### config.mk
export PLATFORM = sky130hd
export DESIGN_NAME = branch_resolve_queue
export DESIGN_NICKNAME = d
export VERILOG_FILES = /design/src/rtl/branch_pkg.sv /design/src/rtl/branch_resolve_fifo.sv /design/src/rtl/branch_resolve_queue.sv
export SDC_FILE = /design/constraint.sdc
export NUM_CORES = 1
export LEC_CHECK = 0
export ABC_AREA = 1
export CAP_MARGIN = 40
export CORE_MARGIN = 5
export CORE_UTILIZATION = 54
export CTS_CLUSTER_DIAMETER = 40
export DETAILED_ROUTE_END_ITERATION = 8
export HOLD_SLACK_MARGIN = 0.05
export PLACE_DENSITY_LB_ADDON = 0.15
export SLEW_MARGIN = 0
export SYNTH_ARGS = -nofsm -noshare
export SYNTH_HDL_FRONTEND = slang
export SYNTH_HIERARCHICAL = 1
export SYNTH_SLANG_ARGS = --single-unit
export TNS_END_PERCENT = 1
### constraint.sdc
create_clock -name clk -period 5.7 [get_ports clk]
set_input_delay 0.855 -clock clk [delete_from_list [all_inputs] [get_ports clk]]
set_output_delay 0.855 -clock clk [all_outputs]
set_load 0.005 [all_outputs]
### src/rtl/branch_pkg.sv
// Shared constants for the branch resolve queue: fall-through stride and
// the bit layout of one queued entry {pc, target, prediction}.
package branch_pkg;

    localparam int BR_FALLTHROUGH = 4;

    // Entry layout, LSB first: prediction, target[ADDR_W], pc[ADDR_W]
    localparam int BR_PRED_OFF = 0;
    localparam int BR_TGT_OFF  = 1;

    function automatic int br_pc_off(input int addr_w);
        return addr_w + 1;
    endfunction

    function automatic int br_entry_w(input int addr_w);
        return 2 * addr_w + 1;
    endfunction

endpackage

### src/rtl/branch_resolve_fifo.sv
// Circular buffer of in-flight branch entries with push, pop and a
// whole-queue clear that wins over both in the same cycle.
module branch_resolve_fifo
    import branch_pkg::*;
#(
    parameter int DEPTH = 4,
    parameter int WIDTH = 65
) (
    input  logic             clk,
    input  logic             rst,
    input  logic             push_i,
    input  logic [WIDTH-1:0] push_data_i,
    input  logic             pop_i,
    input  logic             clear_i,
    output logic [WIDTH-1:0] head_data_o,
    output logic             empty_o,
    output logic             full_o
);

    localparam int PTR_W = $clog2(DEPTH);
    localparam int CNT_W = $clog2(DEPTH + 1);

    logic [WIDTH-1:0] mem_q [DEPTH];
    logic [PTR_W-1:0] head_q, head_d;
    logic [PTR_W-1:0] tail_q, tail_d;
    logic [CNT_W-1:0] count_q, count_d;
    logic             push_fire;
    logic             pop_fire;

    assign empty_o     = (count_q == '0);
    assign full_o      = (count_q == CNT_W'(DEPTH));
    assign head_data_o = mem_q[head_q];

    always_comb begin
        push_fire = push_i && !full_o && !clear_i;
        pop_fire  = pop_i && !empty_o && !clear_i;
        head_d    = head_q;
        tail_d    = tail_q;
        count_d   = count_q;
        if (clear_i) begin
            // Everything still queued is younger than the mispredicted branch
            head_d  = tail_q;
            count_d = '0;
        end else begin
            if (pop_fire)  head_d = head_q + PTR_W'(1);
            if (push_fire) tail_d = tail_q + PTR_W'(1);
            case ({push_fire, pop_fire})
                2'b10:   count_d = count_q + CNT_W'(1);
                2'b01:   count_d = count_q - CNT_W'(1);
                default: count_d = count_q;
            endcase
        end
    end

    always_ff @(posedge clk) begin
        if (rst) begin
            head_q  <= '0;
            tail_q  <= '0;
            count_q <= '0;
        end else begin
            head_q  <= head_d;
            tail_q  <= tail_d;
            count_q <= count_d;
        end
    end

    always_ff @(posedge clk) begin
        if (push_fire) mem_q[tail_q] <= push_data_i;
    end

endmodule

### src/rtl/branch_resolve_queue.sv
// Tracks in-flight branch predictions and emits predictor updates and
// mispredict redirects on resolve. Optional counters: BRANCH_STATS_EN.
module branch_resolve_queue
    import branch_pkg::*;
#(
    parameter int DEPTH  = 4,
    parameter int ADDR_W = 32
) (
    input  logic              clk,
    input  logic              rst,
    input  logic              push_valid,
    input  logic [ADDR_W-1:0] push_pc,
    input  logic              push_prediction,
    input  logic [ADDR_W-1:0] push_target,
    output logic              push_ready,
    input  logic              resolve_valid,
    input  logic              resolve_taken,
    input  logic [ADDR_W-1:0] resolve_target,
    output logic              update_valid,
    output logic [ADDR_W-1:0] update_branch_addr,
    output logic              update_decision,
    output logic              mispredict,
    output logic [ADDR_W-1:0] redirect_pc,
    output logic              underflow_err,
    output logic [31:0]       stat_branches,
    output logic [31:0]       stat_mispredicts
);

    localparam int ENTRY_W = br_entry_w(ADDR_W);
    localparam int PC_OFF  = br_pc_off(ADDR_W);

    logic [ENTRY_W-1:0] push_entry;
    logic [ENTRY_W-1:0] head_entry;
    logic               q_empty;
    logic               q_full;
    logic [ADDR_W-1:0]  head_pc;
    logic [ADDR_W-1:0]  head_target;
    logic               head_pred;
    logic               resolve_fire;
    logic               mispredict_c;
    logic [ADDR_W-1:0]  redirect_c;

    logic              update_valid_q,    update_valid_d;
    logic [ADDR_W-1:0] update_addr_q,     update_addr_d;
    logic              update_decision_q, update_decision_d;
    logic              mispredict_q,      mispredict_d;
    logic [ADDR_W-1:0] redirect_pc_q,     redirect_pc_d;
    logic              underflow_q,       underflow_d;

    assign push_entry = {push_pc, push_target, push_prediction};
    assign push_ready = !q_full;

    branch_resolve_fifo #(
        .DEPTH (DEPTH),
        .WIDTH (ENTRY_W)
    ) u_fifo (
        .clk         (clk),
        .rst         (rst),
        .push_i      (push_valid),
        .push_data_i (push_entry),
        .pop_i       (resolve_fire),
        .clear_i     (resolve_fire && mispredict_c),
        .head_data_o (head_entry),
        .empty_o     (q_empty),
        .full_o      (q_full)
    );

    assign head_pc     = head_entry[PC_OFF +: ADDR_W];
    assign head_target = head_entry[BR_TGT_OFF +: ADDR_W];
    assign head_pred   = head_entry[BR_PRED_OFF];

    always_comb begin
        resolve_fire = resolve_valid && !q_empty;
        mispredict_c = (head_pred != resolve_taken) ||
                       (resolve_taken && (head_target != resolve_target));
        redirect_c   = resolve_taken ? resolve_target
                                     : head_pc + ADDR_W'(BR_FALLTHROUGH);
    end

    always_comb begin
        update_valid_d    = resolve_fire;
        update_addr_d     = update_addr_q;
        update_decision_d = update_decision_q;
        mispredict_d      = resolve_fire && mispredict_c;
        redirect_pc_d     = redirect_pc_q;
        underflow_d       = underflow_q || (resolve_valid && q_empty);
        if (resolve_fire) begin
            update_addr_d     = head_pc;
            update_decision_d = resolve_taken;
            redirect_pc_d     = redirect_c;
        end
    end

    always_ff @(posedge clk) begin
        if (rst) begin
            update_valid_q    <= 1'b0;
            update_addr_q     <= '0;
            update_decision_q <= 1'b0;
            mispredict_q      <= 1'b0;
            redirect_pc_q     <= '0;
            underflow_q       <= 1'b0;
        end else begin
            update_valid_q    <= update_valid_d;
            update_addr_q     <= update_addr_d;
            update_decision_q <= update_decision_d;
            mispredict_q      <= mispredict_d;
            redirect_pc_q     <= redirect_pc_d;
            underflow_q       <= underflow_d;
        end
    end

    assign update_valid       = update_valid_q;
    assign update_branch_addr = update_addr_q;
    assign update_decision    = update_decision_q;
    assign mispredict         = mispredict_q;
    assign redirect_pc        = redirect_pc_q;
    assign underflow_err      = underflow_q;

`ifdef BRANCH_STATS_EN
    logic [31:0] stat_br_q, stat_br_d;
    logic [31:0] stat_mp_q, stat_mp_d;

    // Saturating so a long run never wraps back to a small count
    always_comb begin
        stat_br_d = stat_br_q;
        stat_mp_d = stat_mp_q;
        if (resolve_fire && (stat_br_q != 32'hFFFF_FFFF))
            stat_br_d = stat_br_q + 32'd1;
        if (resolve_fire && mispredict_c && (stat_mp_q != 32'hFFFF_FFFF))
            stat_mp_d = stat_mp_q + 32'd1;
    end

    always_ff @(posedge clk) begin
        if (rst) begin
            stat_br_q <= '0;
            stat_mp_q <= '0;
        end else begin
            stat_br_q <= stat_br_d;
            stat_mp_q <= stat_mp_d;
        end
    end

    assign stat_branches    = stat_br_q;
    assign stat_mispredicts = stat_mp_q;
`else
    assign stat_branches    = 32'd0;
    assign stat_mispredicts = 32'd0;
`endif

endmodule

**Yosys cells after proc, flatten, opt, wreduce, memory -nomap -nowiden**

Memories as Yosys holds them, arrays and structs flattened. A register that Yosys moved wholly into a read port is not among the register bits.
Cells that the tools add are included.

- Register bits after elaboration: 75
- Logic and storage cells: 47
- Output and inout port bits: 133
- Memories: 1
- Memory bits (writable): 260

Memory list:

| name | depth | bits a word | read ports | clocked after Yosys merged registers in | write ports | line | source |
|---|---|---|---|---|---|---|---|
| u_fifo.mem_q | 4 | 65 | 1 | 1 | 1 | branch_resolve_fifo.sv:23 | `logic [WIDTH-1:0] mem_q [DEPTH];` |

- Mux-type cells: 8
- Add/sub/neg operators: 5
- Bitwise gates (word level): 1
- Equality and inequality tests: 5
- Reductions and logical operators: 18

Operator list:

| operator | number |
|---|---|
| adder 32 x 3 -> 32 bit, second input constant | 1 |
| two-way mux 32 bit | 1 |
| != test 32 bit | 1 |
| logical AND 1 bit | 8 |
| two-way mux 2 bit | 4 |
| case mux 3 bit (2 select lines) | 1 |
| adder 2 x 1 -> 2 bit, second input constant | 2 |
| nonzero test 2 bit | 2 |
| adder 3 x 1 -> 3 bit, second input constant | 1 |
| equality test 3 bit, second input constant | 1 |
| zero test 1 bit | 3 |
| zero test 3 bit | 1 |
| subtractor 3 x 1 -> 3 bit, second input constant | 1 |
| equality test 2 x 1 -> 1 bit, second input constant | 1 |
| equality test 2 bit, second input constant | 1 |
| logical OR 1 bit | 2 |
| two-way mux 1 bit | 2 |
| AND reduction 2 bit | 1 |
| OR reduction 2 bit | 1 |
| != test 1 bit | 1 |
| inverter 1 bit | 1 |

**Logic depth before layout (Yosys ltp)**

Gate-level depths: netlist of run 1.

- Depth in word-level cells: 10
- Depth in mapped cells: 29
- Gate-level depth less buffers: 26

**By module**

Netlist of run 1, hierarchy kept.

Modules (own cells, without submodules):

| module | cells each | area an instance (sq um) | instances |
|---|---|---|---|
| branch_resolve_fifo | 709 | 10493.8 | 1 |
| branch_resolve_queue | 689 | 4553.1 | 1 |

**Least setup slack after synthesis of run 1**

Ideal clock, no wire load.

- Path kind: flip-flop to flip-flop
- Start: reg with a tool-made name
- End: mem u_fifo.mem_q[0][0] (enable)
- Cell stages (with the launch flop): 21
- Data arrival time: 4.719 ns
- Path slack: 0.492 ns
- Required time: 5.211 ns
- Library setup time: 0.489 ns
- Path through: dfxtp_1 > buf_6 > inv_6 > buf_12 > buf_12 > nor2_4 > o22ai_2 > inv_1 > nand2_1 > nand2_1 > inv_1 > nand2_1 > nor2_1 > nand2_1 > nor2_1 > nand3_1 > nand2_1 > inv_1 > nor2_1 > nand2_1 > nor2_1

RTL lines:

| item | line |
|---|---|
| to (decl) | branch_resolve_fifo.sv:23 |

==> flow_summary.yaml, run 1 <==
job:
  cap_violations: 0
timing:
  maxSlewHeadroom_pct: 45.1
  hold_viol_final: 0
  fin_crit_ns: 4.18
  fin_crit_sh_pct: 73.3
  worst_slew_pin_slew_ns: 0.824
  fin_setup_tns_ns: 0
  skew_ns: 0.0113
  hold_slack_ns: 0.461
  max_freq_ghz: 0.239
  slew_violations: 0
  grt_setup_unrepaired: "false"
  setup_viol: 0
logic_synthesis:
  async_reset_ff_share_pct: 0
  syn_area_um2: 15000
  ys_seq_area_share_pct: 62.1
  yosys_warnings: 6
  syn_inst: 1398
  synth_top_cell_area_share_pct: 51.9
  synth.avg_cell_area_um2: 10.8
  synth-edff-count: 260
  synthTopCellsByArea: "edfxtp_1, dfxtp_1, nand2_1"
  ys.flop_type: "edfxtp_1"
  yosys.area.top_type: "edfxtp_1"
  synth_cell_types: 46
  synth_seq_cells: 337
clock_network:
  cts_buffers: 41
  post_cts_resized: 0
  postCtsSetupBuffers: 0
  cts_hold_buffers: 0
  clk_latency_ns: 0.52
  cts_root_buf: "clkbuf_16"
  h-tree-depth: 2
  cts_tree: "yes"
  path_clk_slew_ns: 0.05
  clk_path_buf_depth: 3
  cts.sinks: 337
power:
  p_clk_share_pct: 29.9
  pwr-share-comb_pct: 30.9
  swShare_pct: 34.4
  vdd_ir_drop_max_v: 0.000235
  p_leak_nw: 6.80
  netSwitchingPower_mw: 2.87
  seqPwrFrac_pct: 39.2
  p_per_area_nw_per_um2: 460
  p_int_mw: 5.46
drt:
  initialDrtViolationCount: 1057
  top_layer_used: "met4"
  wirelength_mm: 39.7
  wl_met1_mm: 16.1
  ant_nets: 0
  dr_wl_met2_mm: 19.0
  avgRoutedWirePerCell_um: 20.2
  vias: 10900
  vias_per_cell: 5.52
  drc: 0
  dr_wl_met3_mm: 3.27
  dr.pass1.iters: 5
grt:
  grt_pass1_wl_mm: 59.5
  grt-ovfl-total: 0
  grt_max_degree: 83
  antenna_found_initial: 0
  first_global_vias: 10300
  grt_usage_pct: 24.9
floorplan:
  initial_core_util_pct: 54.5
  design.die.area_um2: 31300
  die-height_um: 177
  rows: 61
  die_w_um: 177
  ios: 235
  core_um2: 27600
finish:
  instances_no_fill: 1971
  area_delta_synth_final_pct: 20.2
  final_nets: 1673
  diodes: 0
  layout_common_cells: "edfxtp_1, nand2_1, nor2_1"
  final_common_cell: "edfxtp_1"
  nFillCells: 2192
  postLayoutCellArea_um2: 18100
  fin_util_pct: 65.5
  drive_gt1_share_pct: 11.2
place:
  gp_congestion: 0.912
  port_buffers: 170
  dp_hpwl_mm: 27.1
  dp.cells: 1899
  place_area_um2: 16800
worst_setup_path:
  arrival_ns: 4.32
  required_ns: 5.84
  crit_fanout: 46
  worst_setup_path_end_kind: "register"
  critPathKind: "reg -> reg"
  cp-start-kind: "register"
outcome:
  status: "complete, no violations"
hold_path:
  hold_class: "reg -> reg"
==> kinds of logic (layout without fill, tap and decap cells) <==
kind of cell	after synthesis	in the layout	synth area share [%]
flip-flops	337	337	62.1
AND/OR/NAND/NOR	466	466	14.4
adder cells (fa/ha/maj)	7	7	0.632
AO/OA/AOI/OAI	331	331	13.3
other	1	64	0.0249
buffers and inverters	241	373	8.65
XOR/XNOR	15	15	0.873
==> final timing paths <==
kind / depth (start not counted) / start / slack [ns] / endpoint
worst max-delay path: 18 / register / 1.52 / u_fifo/mem_q[0][24]$_DFFE_PP_
worst min-delay path: 2 / update_branch_addr[1]$_SDFFE_PP0P_ / 0.46 / update_branch_addr[1]$_SDFFE_PP0P_
worst max register to register: 18 / register / 1.52 / u_fifo/mem_q[0][24]$_DFFE_PP_
worst min register to register: 2 / update_branch_addr[1]$_SDFFE_PP0P_ / 0.46 / update_branch_addr[1]$_SDFFE_PP0P_
==> critical path, cell delays in order (launching register included) <==
cell and delay, ns:
dfxtp_4 0.55, buf_4 0.51, o21ai_0 0.17, o22ai_1 0.27, inv_1 0.07, nand2_1 0.06, nand2_1 0.05, inv_1 0.04
nand2_1 0.07, nor2_1 0.09, nand2_1 0.06, nor2_1 0.15, nand3_1 0.13, nand2_1 0.14, inv_1 0.13, nor2_1 0.19
nand2_1 0.31, nor2_4 0.19, buf_4 0.54
==> power groups by stage <==
stage | Sequential (mW) | Clock, mW | Combinational (mW)
after floorplan | 3.26 | 0 | 1.65
after global placement | 3.30 | 0 | 2.52
after detailed placement | 3.31 | 0 | 2.55
after CTS | 3.26 | 2.51 | 2.57
after global routing | 3.29 | 2.63 | 2.81
final | 3.26 | 2.49 | 2.58
==> state kept, by name (all words and copies together), names as in the netlist, named ones only <==
name	cells
update_valid	1
underflow_err	1
u_fifo/mem_q	260
mispredict	1
u_fifo/tail_q	2
update_branch_addr	32
update_decision	1
u_fifo/head_q	2
redirect_pc	32
u_fifo/count_q	3
==> metal layers <==
metal	vias to the layer above	track usage, %
li1	5036	-
met1	5221	34.2
met2	537	40.9
met3	79	3.59
met4	0	8.70
met5	-	0
==> layout make-up <==
class / count / area, um^2 / area share, %
sequential: 337 / 9350 / 51.7
multi-input combinational: 883 / 4660 / 25.8
timing repair buffer: 189 / 1860 / 10.3
clock buffer: 51 / 1070 / 5.94
tap: 378 / 473 / 2.62
inverter: 112 / 425 / 2.35
clock inverter: 21 / 233 / 1.29
==> synthesized netlist by cell type (2+ instances only) <==
| cell type | count |
|---|---|
| a21oi_1 | 52 |
| a21oi_2 | 9 |
| a31o_1 | 2 |
| a31o_2 | 4 |
| a31oi_1 | 2 |
| and2_1 | 2 |
| buf_12 | 3 |
| buf_2 | 21 |
| buf_4 | 65 |
| buf_6 | 8 |
| clkbuf_1 | 30 |
| dfxtp_1 | 77 |
| edfxtp_1 | 260 |
| ha_1 | 6 |
| inv_1 | 106 |
| inv_2 | 4 |
| nand2_1 | 190 |
| nand2_2 | 3 |
| nand2_4 | 3 |
| nand3_1 | 42 |
| nand3_2 | 2 |
| nor2_1 | 181 |
| nor2_2 | 8 |
| nor2_4 | 27 |
| nor2_8 | 4 |
| o2111ai_1 | 2 |
| o21ai_0 | 137 |
| o21ai_1 | 35 |
| o21ai_2 | 5 |
| o21bai_1 | 3 |
| o221ai_1 | 12 |
| o22ai_1 | 47 |
| o22ai_2 | 20 |
| xnor2_1 | 7 |
| xor2_1 | 8 |
==> stage by stage <==
step | power [mW] | setup WS (ns)
final | 8.32 | 1.52
after global routing | 8.73 | 1.08
after CTS | 8.35 | 1.59
after detailed placement | 5.86 | 1.60
after global placement | 5.82 | 1.70
after floorplan | 4.91 | 0.492
(Power assumes the default switching activity.)
==> inputs of run 2 (changes only) <==
Clock period 5.7 ns to 3.9 ns, I/O delays scaled along.
==> run 2 against run 1 <==
Register-to-register slack worse by 1.3 ns. Via count is 0.34% lower. Non-clock buffer count is 7 higher. First-iteration DRC count is 13% higher. Worst setup slack worse by 1.3 ns. Routed wire length is 0.97% higher. Die area stayed put. Critical endpoint is now u_fifo/count_q[2]$_SDFFE_PP0P_. Hold slack better by 0.023 ns. Sequential share of layout area is 1.0 points lower. Largest power group unchanged.
==> flow_summary.yaml, run 2 (synthesis gave the netlist of run 1 again) <==
place:
  dp_hpwl_mm: 27.5
  port_buffers: 170
  dp.cells: 1905
  place_area_um2: 16900
  gp_congestion: 0.926
power:
  p_leak_nw: 6.97
  total_power_mw: 12.7
  p_per_area_nw_per_um2: 686
  swShare_pct: 34.3
  pwr-share-comb_pct: 30.5
  p_int_mw: 8.33
  netSwitchingPower_mw: 4.34
  p_clk_share_pct: 31.7
  seqPwrFrac_pct: 37.8
  vdd_ir_drop_max_v: 0.000415
worst_setup_path:
  worst_setup_path_end_kind: "register"
  required_ns: 4.31
  cp_slowest_cell: "buf_4"
  critPathKind: "reg -> reg"
  cp_cell_sequence: "buf_4 > o21ai_0 > o22ai_1 > xnor2_1 > nand2_1 > nor2_1 > nand2_1 > nor2_1 > nand3_1 > nand2_1 > inv_1 > nor2_1 > nand2_2 > ha_1 > inv_1 > fa_1 > inv_1 > nand2_1 > nand3_1 > o21ai_0 > nor2_1"
  cp-start-kind: "register"
  crit_fanout: 32
  slowest_delay_ns: 0.37
  arrival_ns: 4.07
timing:
  grt_setup_unrepaired: "false"
  skew_ns: 0.0211
  hold_slack_ns: 0.485
  hold_viol_final: 0
  fin_crit_ns: 3.66
  fin_setup_tns_ns: 0
  setup_viol: 0
  fin_crit_sh_pct: 93.8
  worst_slew_pin_slew_ns: 0.816
  maxSlewHeadroom_pct: 45.6
  max_freq_ghz: 0.273
  slew_violations: 0
finish:
  instances_no_fill: 1984
  postLayoutCellArea_um2: 18500
  largest_reg_flops: 260
  diodes: 0
  area_delta_synth_final_pct: 22.7
  layout_common_cells: "edfxtp_1, nand2_1, nor2_1"
  final_nets: 1681
  top_register: "u_fifo/mem_q"
  final_common_cell: "edfxtp_1"
  drive_gt1_share_pct: 12.3
job:
  cap_violations: 0
clock_network:
  cts_hold_buffers: 0
  cts_root_buf: "clkbuf_16"
  clk_path_buf_depth: 3
  cts_tree: "yes"
  cts.sinks: 337
  path_clk_slew_ns: 0.06
  clk_latency_ns: 0.53
  h-tree-depth: 2
  cts_buffers: 42
grt:
  first_global_vias: 10300
  grt-ovfl-total: 0
  grt_max_degree: 96
  antenna_found_initial: 1
  grt_pass1_wl_mm: 59.6
  grt_usage_pct: 24.9
drt:
  ant_nets: 0
  vias_per_cell: 5.46
  drc: 0
  initialDrtViolationCount: 1192
  dr.pass1.iters: 6
  wirelength_mm: 40.1
  vias: 10800
  avgRoutedWirePerCell_um: 20.2
floorplan:
  design.die.area_um2: 31300
  core_um2: 27600
  die_w_um: 177
  initial_core_util_pct: 54.5
  rows: 61
  die-height_um: 177
  ios: 235
outcome:
  status: "complete, no violations"
hold_path:
  hold_class: "reg -> reg"
## run 2: cell count changes in the layout (fill, tap and decap cells not counted), moves of 2 or more
cell       before  now
clkinv_8        0    2
clkbuf_1        9    2
inv_6           3    5
buf_12          0    7
clkbuf_16      41   48
inv_8           3    1
buf_4          18   15
clkinv_2        3    5
## run 2: path summary, 6_finish.rpt
path	startpoint	to	slack [ns]	cells after the start
setup / recovery	register	u_fifo/count_q[2]$_SDFFE_PP0P_	0.24	21
hold reg to reg	update_branch_addr[1]$_SDFFE_PP0P_	update_branch_addr[1]$_SDFFE_PP0P_	0.48	2
hold / removal	update_branch_addr[1]$_SDFFE_PP0P_	update_branch_addr[1]$_SDFFE_PP0P_	0.48	2
setup reg to reg	register	u_fifo/count_q[2]$_SDFFE_PP0P_	0.24	21
## run 2: final cells by class
| cell class | count | area [um^2] |
|---|---|---|
| fill | 2119 | 9170 |
| clock buffer | 51 | 1210 |
| tap | 378 | 473 |
| inverter | 112 | 425 |
| timing repair buffer | 196 | 2050 |
| multi-input combinational | 883 | 4670 |
| clock inverter | 27 | 282 |
| sequential | 337 | 9350 |
## run 2: per-layer routing
metal  share of wire (%)  GRT usage, %  vias up
met3                 9.0          5.06       82
met2                  48          40.7      514
li1                    -             -     5071
met1                  40          33.4     5167
met4                 3.2          8.67        2
met5               0.032             0        -
## run 2: power by group through the flow
| stage | sequential [mW] | combinational, mW | clock, mW |
|---|---|---|---|
| 6_report | 4.79 | 3.87 | 4.01 |
| 5_1_grt | 4.82 | 4.22 | 4.22 |
| 4_1_cts | 4.78 | 3.82 | 4.06 |
| 3_5_place_dp | 4.85 | 3.78 | 0 |
| 3_3_place_gp | 4.84 | 3.73 | 0 |
| 2_1_floorplan | 4.75 | 2.41 | 0 |
## run 2: timing repair
action                                  4_1_cts  5_1_grt
buffers inserted                              0        0
endpoints found under the setup margin        0       69
resized for setup                             0        3
## run 2: worst max-delay path, delay by kind of cell, from the launching register on
kind	cells	cell delay, ns
AO/OA/AOI/OAI	3	0.68
XOR/XNOR	1	0.16
adder cells (fa/ha/maj)	2	0.47
buffers and inverters	4	0.62
flip-flops	1	0.34
AND/OR/NAND/NOR	11	1.26
## run 2: per-stage QoR
step                      util (%)  setup WS [ns]
after floorplan                  -         -0.266
after global placement        61.2          0.251
after detailed placement      61.3          0.162
after CTS                     66.7          0.130
after global routing          66.8         0.0238
final                         66.8          0.241
